File: config.mk
export PLATFORM = sky130hd
export DESIGN_NAME = led_pattern_engine
export DESIGN_NICKNAME = d
export VERILOG_FILES = /design/src/rtl/led_pattern_engine.sv
export SDC_FILE = /design/constraint.sdc
export NUM_CORES = 1
export LEC_CHECK = 0
export ABC_AREA = 1
export CORE_UTILIZATION = 45
export CTS_BUF_LIST = sky130_fd_sc_hd__clkbuf_4 sky130_fd_sc_hd__clkbuf_8 sky130_fd_sc_hd__clkbuf_16
export CTS_CLUSTER_DIAMETER = 60
export DETAILED_ROUTE_END_ITERATION = 16
export PLACE_DENSITY = 0.65
export SYNTH_ARGS = -nofsm -noshare
export SYNTH_HDL_FRONTEND = slang
export SYNTH_SLANG_ARGS = --single-unit
File: constraint.sdc
create_clock -name clk -period 2.1 [get_ports clk]
set_input_delay 0.21 -clock clk [delete_from_list [all_inputs] [get_ports clk]]
set_output_delay 0.21 -clock clk [all_outputs]
set_load 0.1 [all_outputs]
File: src/rtl/led_pattern_engine.sv
// led_pattern_engine
//   LED animation core producing a WIDTH-bit frame from one of four modes
//   (SCAN, FILL, BOUNCE, ROTATE) at a 16-step speed, with direction control,
//   pause/enable and a one-cycle strobe per new frame.
//
// Parameters
//   WIDTH    : pattern width, 2..32
//   BASE_DIV : clock cycles per speed unit, 1..64
//   SEED     : initial ROTATE pattern (default 0x11 for WIDTH=8)
//
// Ports
//   clk         : system clock
//   rst_n       : asynchronous active-low reset
//   ena         : global enable, low acts as pause
//   speed[3:0]  : 0 slowest .. 15 fastest; frame period (16-speed)*BASE_DIV
//   dir         : 0 = up/left, 1 = down/right
//   mode[1:0]   : 0 SCAN, 1 FILL, 2 BOUNCE, 3 ROTATE
//   pause       : freezes divider and animation state
//   pattern_out : current frame (combinational decode of registered state)
//   frame_tick  : one-cycle pulse alongside each new frame
//
// Build option
//   LPE_BOUNCE_EN : when defined, mode 2 is a ping-pong BOUNCE; otherwise the
//                   bounce direction register is dropped and mode 2 is SCAN.

module led_pattern_engine #(
  parameter int unsigned      WIDTH    = 8,
  parameter int unsigned      BASE_DIV = 4,
  parameter logic [WIDTH-1:0] SEED     =
    WIDTH'(64'h1111_1111_1111_1111 & ((64'd1 << (4 * (WIDTH / 4))) - 64'd1))
) (
  input  logic             clk,
  input  logic             rst_n,
  input  logic             ena,
  input  logic [3:0]       speed,
  input  logic             dir,
  input  logic [1:0]       mode,
  input  logic             pause,
  output logic [WIDTH-1:0] pattern_out,
  output logic             frame_tick
);

  localparam int unsigned DIV_W = $clog2(16 * BASE_DIV + 1);
  localparam int unsigned POS_W = $clog2(WIDTH);
  localparam int unsigned LEN_W = $clog2(WIDTH + 1);

  localparam logic [POS_W-1:0] POS_MAX = POS_W'(WIDTH - 1);
  localparam logic [LEN_W-1:0] LEN_MAX = LEN_W'(WIDTH);

  typedef enum logic [1:0] {
    MODE_SCAN   = 2'd0,
    MODE_FILL   = 2'd1,
    MODE_BOUNCE = 2'd2,
    MODE_ROTATE = 2'd3
  } mode_e;

  logic [DIV_W-1:0] div_cnt_q, div_cnt_d;
  logic [POS_W-1:0] pos_q,     pos_d;
  logic [LEN_W-1:0] len_q,     len_d;
  logic [WIDTH-1:0] pat_q,     pat_d;
  mode_e            mode_q,    mode_d;
  logic             frame_tick_q, frame_tick_d;
`ifdef LPE_BOUNCE_EN
  logic             bdir_q,    bdir_d;
`endif

  logic [DIV_W-1:0] limit;
  logic             run;
  logic             advance;
  mode_e            mode_in;

  // Next-state logic: reinit on a mode change beats everything, including
  // pause; otherwise state only moves in a run cycle that reaches the limit.
  always_comb begin
    mode_in = mode_e'(mode);
    limit   = DIV_W'((32'd16 - 32'(speed)) * BASE_DIV - 32'd1);
    run     = ena && !pause;
    // >= so that lowering the limit mid-count fires on the next run cycle
    advance = run && (div_cnt_q >= limit);

    div_cnt_d    = div_cnt_q;
    pos_d        = pos_q;
    len_d        = len_q;
    pat_d        = pat_q;
    mode_d       = mode_in;
    frame_tick_d = 1'b0;
`ifdef LPE_BOUNCE_EN
    bdir_d       = bdir_q;
`endif

    if (mode_in != mode_q) begin
      div_cnt_d = '0;
      pos_d     = '0;
      len_d     = '0;
      pat_d     = SEED;
`ifdef LPE_BOUNCE_EN
      bdir_d    = 1'b0;
`endif
    end else if (advance) begin
      div_cnt_d    = '0;
      frame_tick_d = 1'b1;
      case (mode_q)
        MODE_FILL: begin
          if (dir) len_d = (len_q == '0)      ? LEN_MAX : len_q - LEN_W'(1);
          else     len_d = (len_q == LEN_MAX) ? '0      : len_q + LEN_W'(1);
        end
        MODE_ROTATE: begin
          if (dir) pat_d = {pat_q[0], pat_q[WIDTH-1:1]};
          else     pat_d = {pat_q[WIDTH-2:0], pat_q[WIDTH-1]};
        end
`ifdef LPE_BOUNCE_EN
        MODE_BOUNCE: begin
          // Turn-around lands one step inside, so each endpoint shows once.
          if (!bdir_q) begin
            if (pos_q == POS_MAX) begin
              bdir_d = 1'b1;
              pos_d  = POS_MAX - POS_W'(1);
            end else begin
              pos_d  = pos_q + POS_W'(1);
            end
          end else begin
            if (pos_q == '0) begin
              bdir_d = 1'b0;
              pos_d  = POS_W'(1);
            end else begin
              pos_d  = pos_q - POS_W'(1);
            end
          end
        end
`endif
        default: begin
          if (dir) pos_d = (pos_q == '0)      ? POS_MAX : pos_q - POS_W'(1);
          else     pos_d = (pos_q == POS_MAX) ? '0      : pos_q + POS_W'(1);
        end
      endcase
    end else if (run) begin
      div_cnt_d = div_cnt_q + DIV_W'(1);
    end
  end

  always_ff @(posedge clk or negedge rst_n) begin
    if (!rst_n) begin
      div_cnt_q    <= '0;
      pos_q        <= '0;
      len_q        <= '0;
      pat_q        <= SEED;
      mode_q       <= MODE_SCAN;
      frame_tick_q <= 1'b0;
`ifdef LPE_BOUNCE_EN
      bdir_q       <= 1'b0;
`endif
    end else begin
      div_cnt_q    <= div_cnt_d;
      pos_q        <= pos_d;
      len_q        <= len_d;
      pat_q        <= pat_d;
      mode_q       <= mode_d;
      frame_tick_q <= frame_tick_d;
`ifdef LPE_BOUNCE_EN
      bdir_q       <= bdir_d;
`endif
    end
  end

  logic [WIDTH-1:0] onehot;
  logic [WIDTH-1:0] fill;

  // Output decode straight from registered state; no extra pipeline stage.
  always_comb begin
    onehot = '0;
    fill   = '0;
    for (int unsigned i = 0; i < WIDTH; i++) begin
      onehot[i] = (pos_q == POS_W'(i));
      fill[i]   = (LEN_W'(i) < len_q);
    end
    case (mode_q)
      MODE_FILL:   pattern_out = fill;
      MODE_ROTATE: pattern_out = pat_q;
      default:     pattern_out = onehot;
    endcase
  end

  assign frame_tick = frame_tick_q;

endmodule

==> impl_results.md <==
- Run status: finished clean
- Number of cells produced by synthesis: 296
- Capture instance of the worst register-to-register path: pat_q[5]
- Most common cell type on the critical path: sky130_fd_sc_hd__nor2_1
- Pin count of the biggest net entering global routing: 29
- Die height: 70.33 um
- Sum of internal, switching and leakage power: 1.434 mW
- Post-CTS Hold Fix Bufs: 0
- Via count of the first global-routing pass: 1865
- Std-Cell Rows: 24
- Worst-path fanout max: 4
- Clock Latency Late Sink: 0.27 ns
- Reg-to-reg critical path startpoint: div_cnt_q[4]
- Number of violations of the max-capacitance limit: 0
- Layout cells sized above 1: 24.39%
- First-pass detailed-route iteration total: 4
- Worst Setup End Kind: output pin
- Worst setup path startpoint: len_q[1]
- Worst hold-check path type: primary input to async pin
- Seq cells post-synth: 25
- Net count of the mapped netlist: 325
- Ports: 20
- Average routed wire per standard cell: 13.12 um
- Final nets: 358
- Wire length of the first global-routing pass: 8666 um
- DR vias: 1984
- Maximum clock insertion buffer count: 2
- Final cycle utilization of the critical path: 96.31%
- Worst R2R Path Depth: 9
- Number of endpoints with negative hold slack in the final report: 0
- Required time worst endpoint: 1.89 ns
- Antenna-violating nets left: 0
- Count of fill cells added during filler insertion: 397
- Global placer's final weighted congestion: 0.8831
- CTS clock-pin slew for the worst setup and hold paths: 0.10 ns
- Die ar.: 0.004946 mm2
- Total Routing Usage GR: 21.72%
- Highest cell delay on the worst timing path: 0.42 ns
- Share of the synthesized area in the top cell type: 27.40%
- Area contributors post-synth: sky130_fd_sc_hd__dfrtp_1, sky130_fd_sc_hd__nand2_1, sky130_fd_sc_hd__ha_1
- Post-route DRC: 0
- H-tree Lvls: 1
- Area of the core: 0.004414 mm2
- Cts bufs inserted: 3
- Peak ir drop on the vdd network: 0.3992 mV
- Yosys warning total: 0
- Critical path, cell by cell: inv_1, ha_2, nand2_2, nor2_1, nor2_1, nand2_1, o211ai_1, clkbuf_16
- Library cells used by synthesis: 31
- Cell type with the largest total area after synthesis: sky130_fd_sc_hd__dfrtp_1
- Normalized max-slew margin: 74.96%
- Setup Viol. Count Final: 0
- Clk_skew: 0.01266 ns
- Final count of pins violating max slew: 0
- Clk sinks: 25
- Clock Tree Root: sky130_fd_sc_hd__clkbuf_8
- Startpoint kind of the worst setup timing path: flip-flop
- Min Clock Period, post-route: 2.023 ns
- Layout overhead on the synthesized area: 26.92%
- Leakage power figure: 1.334 nW
- Transition time at the pin with the least slew margin: 0.3753 ns
- Total overflow reported by the global router: 0
- Synth Cell Area: 0.002101 mm2
- Max Freq: 494.4 MHz
- Slowest stage cell, crit path: sky130_fd_sc_hd__dfrtp_2
- Endpoint of the worst setup timing path: pattern_out[1]
- Power density over the cells: 537.8 mW/mm2
- Initial antenna violation count: 0
- Starting density of the core: 47.59%
- Routed wire length: 4986 um
- TritonCTS clock tree: built
- Minimum hold slack: 0.2889 ns
- Diode insertion count for antenna repair: 0
- Number of I/O port buffers: 19
- Vias per cell: 5.221
- DP HPWL: 3603 um
- Die Wd: 70.33 um
- Sequential area share after synthesis: 29.90%
- Critical path class: flip-flop to output pin
- CP Data Arrival Time: 1.81 ns
- Avg Inst Size Synth: 7.097 um2
- Number of design-rule violations left by the first detailed-router iteration: 102
- Flop-to-flop setup slack: 0.43 ns
-- timing repair --
item,4_1_cts,5_1_grt
buffers inserted,2,3
resized for setup,12,23
pin swaps,10,13
setup endpoints to repair,23,25
-- routing by layer --
layer	track usage [%]	part of all wire [%]
met4	5.333	0.58
met3	2.886	3.0
met1	30.71	49
met5	0	0
met2	34.92	47
-- Yosys cell counts, drive strengths merged --
| cell | number |
|---|---|
| nand2 | 96 |
| nand3 | 41 |
| inv | 38 |
| nor2 | 27 |
| dfrtp | 23 |
| ha | 18 |
| a21oi | 10 |
| nand4 | 7 |
| buf | 6 |
| xor2 | 6 |
| a211oi | 4 |
| o211ai | 4 |
| o21ai | 4 |
| xnor2 | 4 |
| o2111ai | 3 |
| dfstp | 2 |
| nor3 | 2 |
| nand3b | 1 |
-- critical path: cells and delay by family (launching register included) --
family	cells	cell delay, ns
simple gates	4	0.37
flops	1	0.42
buf+inv	2	0.37
fa+ha+maj	1	0.21
compound gates	1	0.16
-- layout by cell type, fill, tap and decap left out, types with 3 or more instances in the layout --
master and n:
sky130_fd_sc_hd__nand3_2 5, sky130_fd_sc_hd__nand3_1 35, sky130_fd_sc_hd__buf_4 14, sky130_fd_sc_hd__o211ai_1 4, sky130_fd_sc_hd__clkbuf_8 3, sky130_fd_sc_hd__nand4_1 7, sky130_fd_sc_hd__a21oi_1 9, sky130_fd_sc_hd__ha_1 16
sky130_fd_sc_hd__nand2_1 84, sky130_fd_sc_hd__inv_1 28, sky130_fd_sc_hd__a211oi_2 3, sky130_fd_sc_hd__xor2_1 5, sky130_fd_sc_hd__clkdlybuf4s50_1 6, sky130_fd_sc_hd__inv_2 9, sky130_fd_sc_hd__dfrtp_2 3, sky130_fd_sc_hd__nand2_2 9
sky130_fd_sc_hd__o2111ai_2 3, sky130_fd_sc_hd__buf_12 8, sky130_fd_sc_hd__nor2_1 23, sky130_fd_sc_hd__dfrtp_1 20
-- how the worst min path moves through the flow --
stage | cells past startpoint | endpoint | slack (ns) | from
floorplan | 0 | div_cnt_q[0] | -0.09 | rst_n
global placement | 2 | pat_q[5] | 0.49 | pat_q[5]
detailed placement | 2 | pat_q[1] | 0.49 | pat_q[1]
CTS | 2 | mode_q[0] | 0.30 | rst_n
global route | 2 | mode_q[0] | 0.31 | rst_n
finish | 2 | mode_q[0] | 0.29 | rst_n
-- flip-flops by register name, summed over array words and instances (netlist names) --
name        count
frame_tick      1
len_q           4
mode_q          2
pat_q           8
pos_q           3
div_cnt_q       7
-- final cells by class --
type,instances,area [um2],area share [%]
Inverter,38,145.1,5.443
Sequential cell,25,631.9,23.70
Clock inverter,1,5.005,0.1877
Multi-Input combinational cell,227,1389,52.09
Timing Repair Buffer,34,389.1,14.59
Tap cell,52,65.06,2.440
Clock buffer,3,41.29,1.549
-- logic make-up after synthesis --
group	synth area share, %
AOI/OAI and AO/OA	8.160
xor gates and xnor gates	4.884
adders and majority gates	10.72
buffers and inverters	9.053
DFF	29.90
and+or+nand+nor	37.28
-- where the power goes --
part | switching, mW | internal (mW) | total [mW]
Clock | 0.167 | 0.133 | 0.300
Sequential | 0.0424 | 0.518 | 0.561
Combinational | 0.369 | 0.204 | 0.573
Total | 0.579 | 0.855 | 1.43
-- through the flow --
| stage | cells | TNS [ns] | util, % | setup slack [ns] | area, um2 |
|---|---|---|---|---|---|
| after floorplan | 296 | -0.2014 | - | -0.1076 | 2123 |
| after global placement | 371 | -10.12 | 56.32 | -0.4932 | 2486 |
| after detailed placement | 371 | -10.84 | 56.32 | -0.5281 | 2486 |
| after CTS | 377 | 0 | 58.39 | 0.008029 | 2577 |
| after global routing | 380 | -0.007379 | 60.40 | -0.007379 | 2666 |
| final | 380 | 0 | 60.40 | 0.07746 | 2666 |
(Power assumes the default switching activity.)
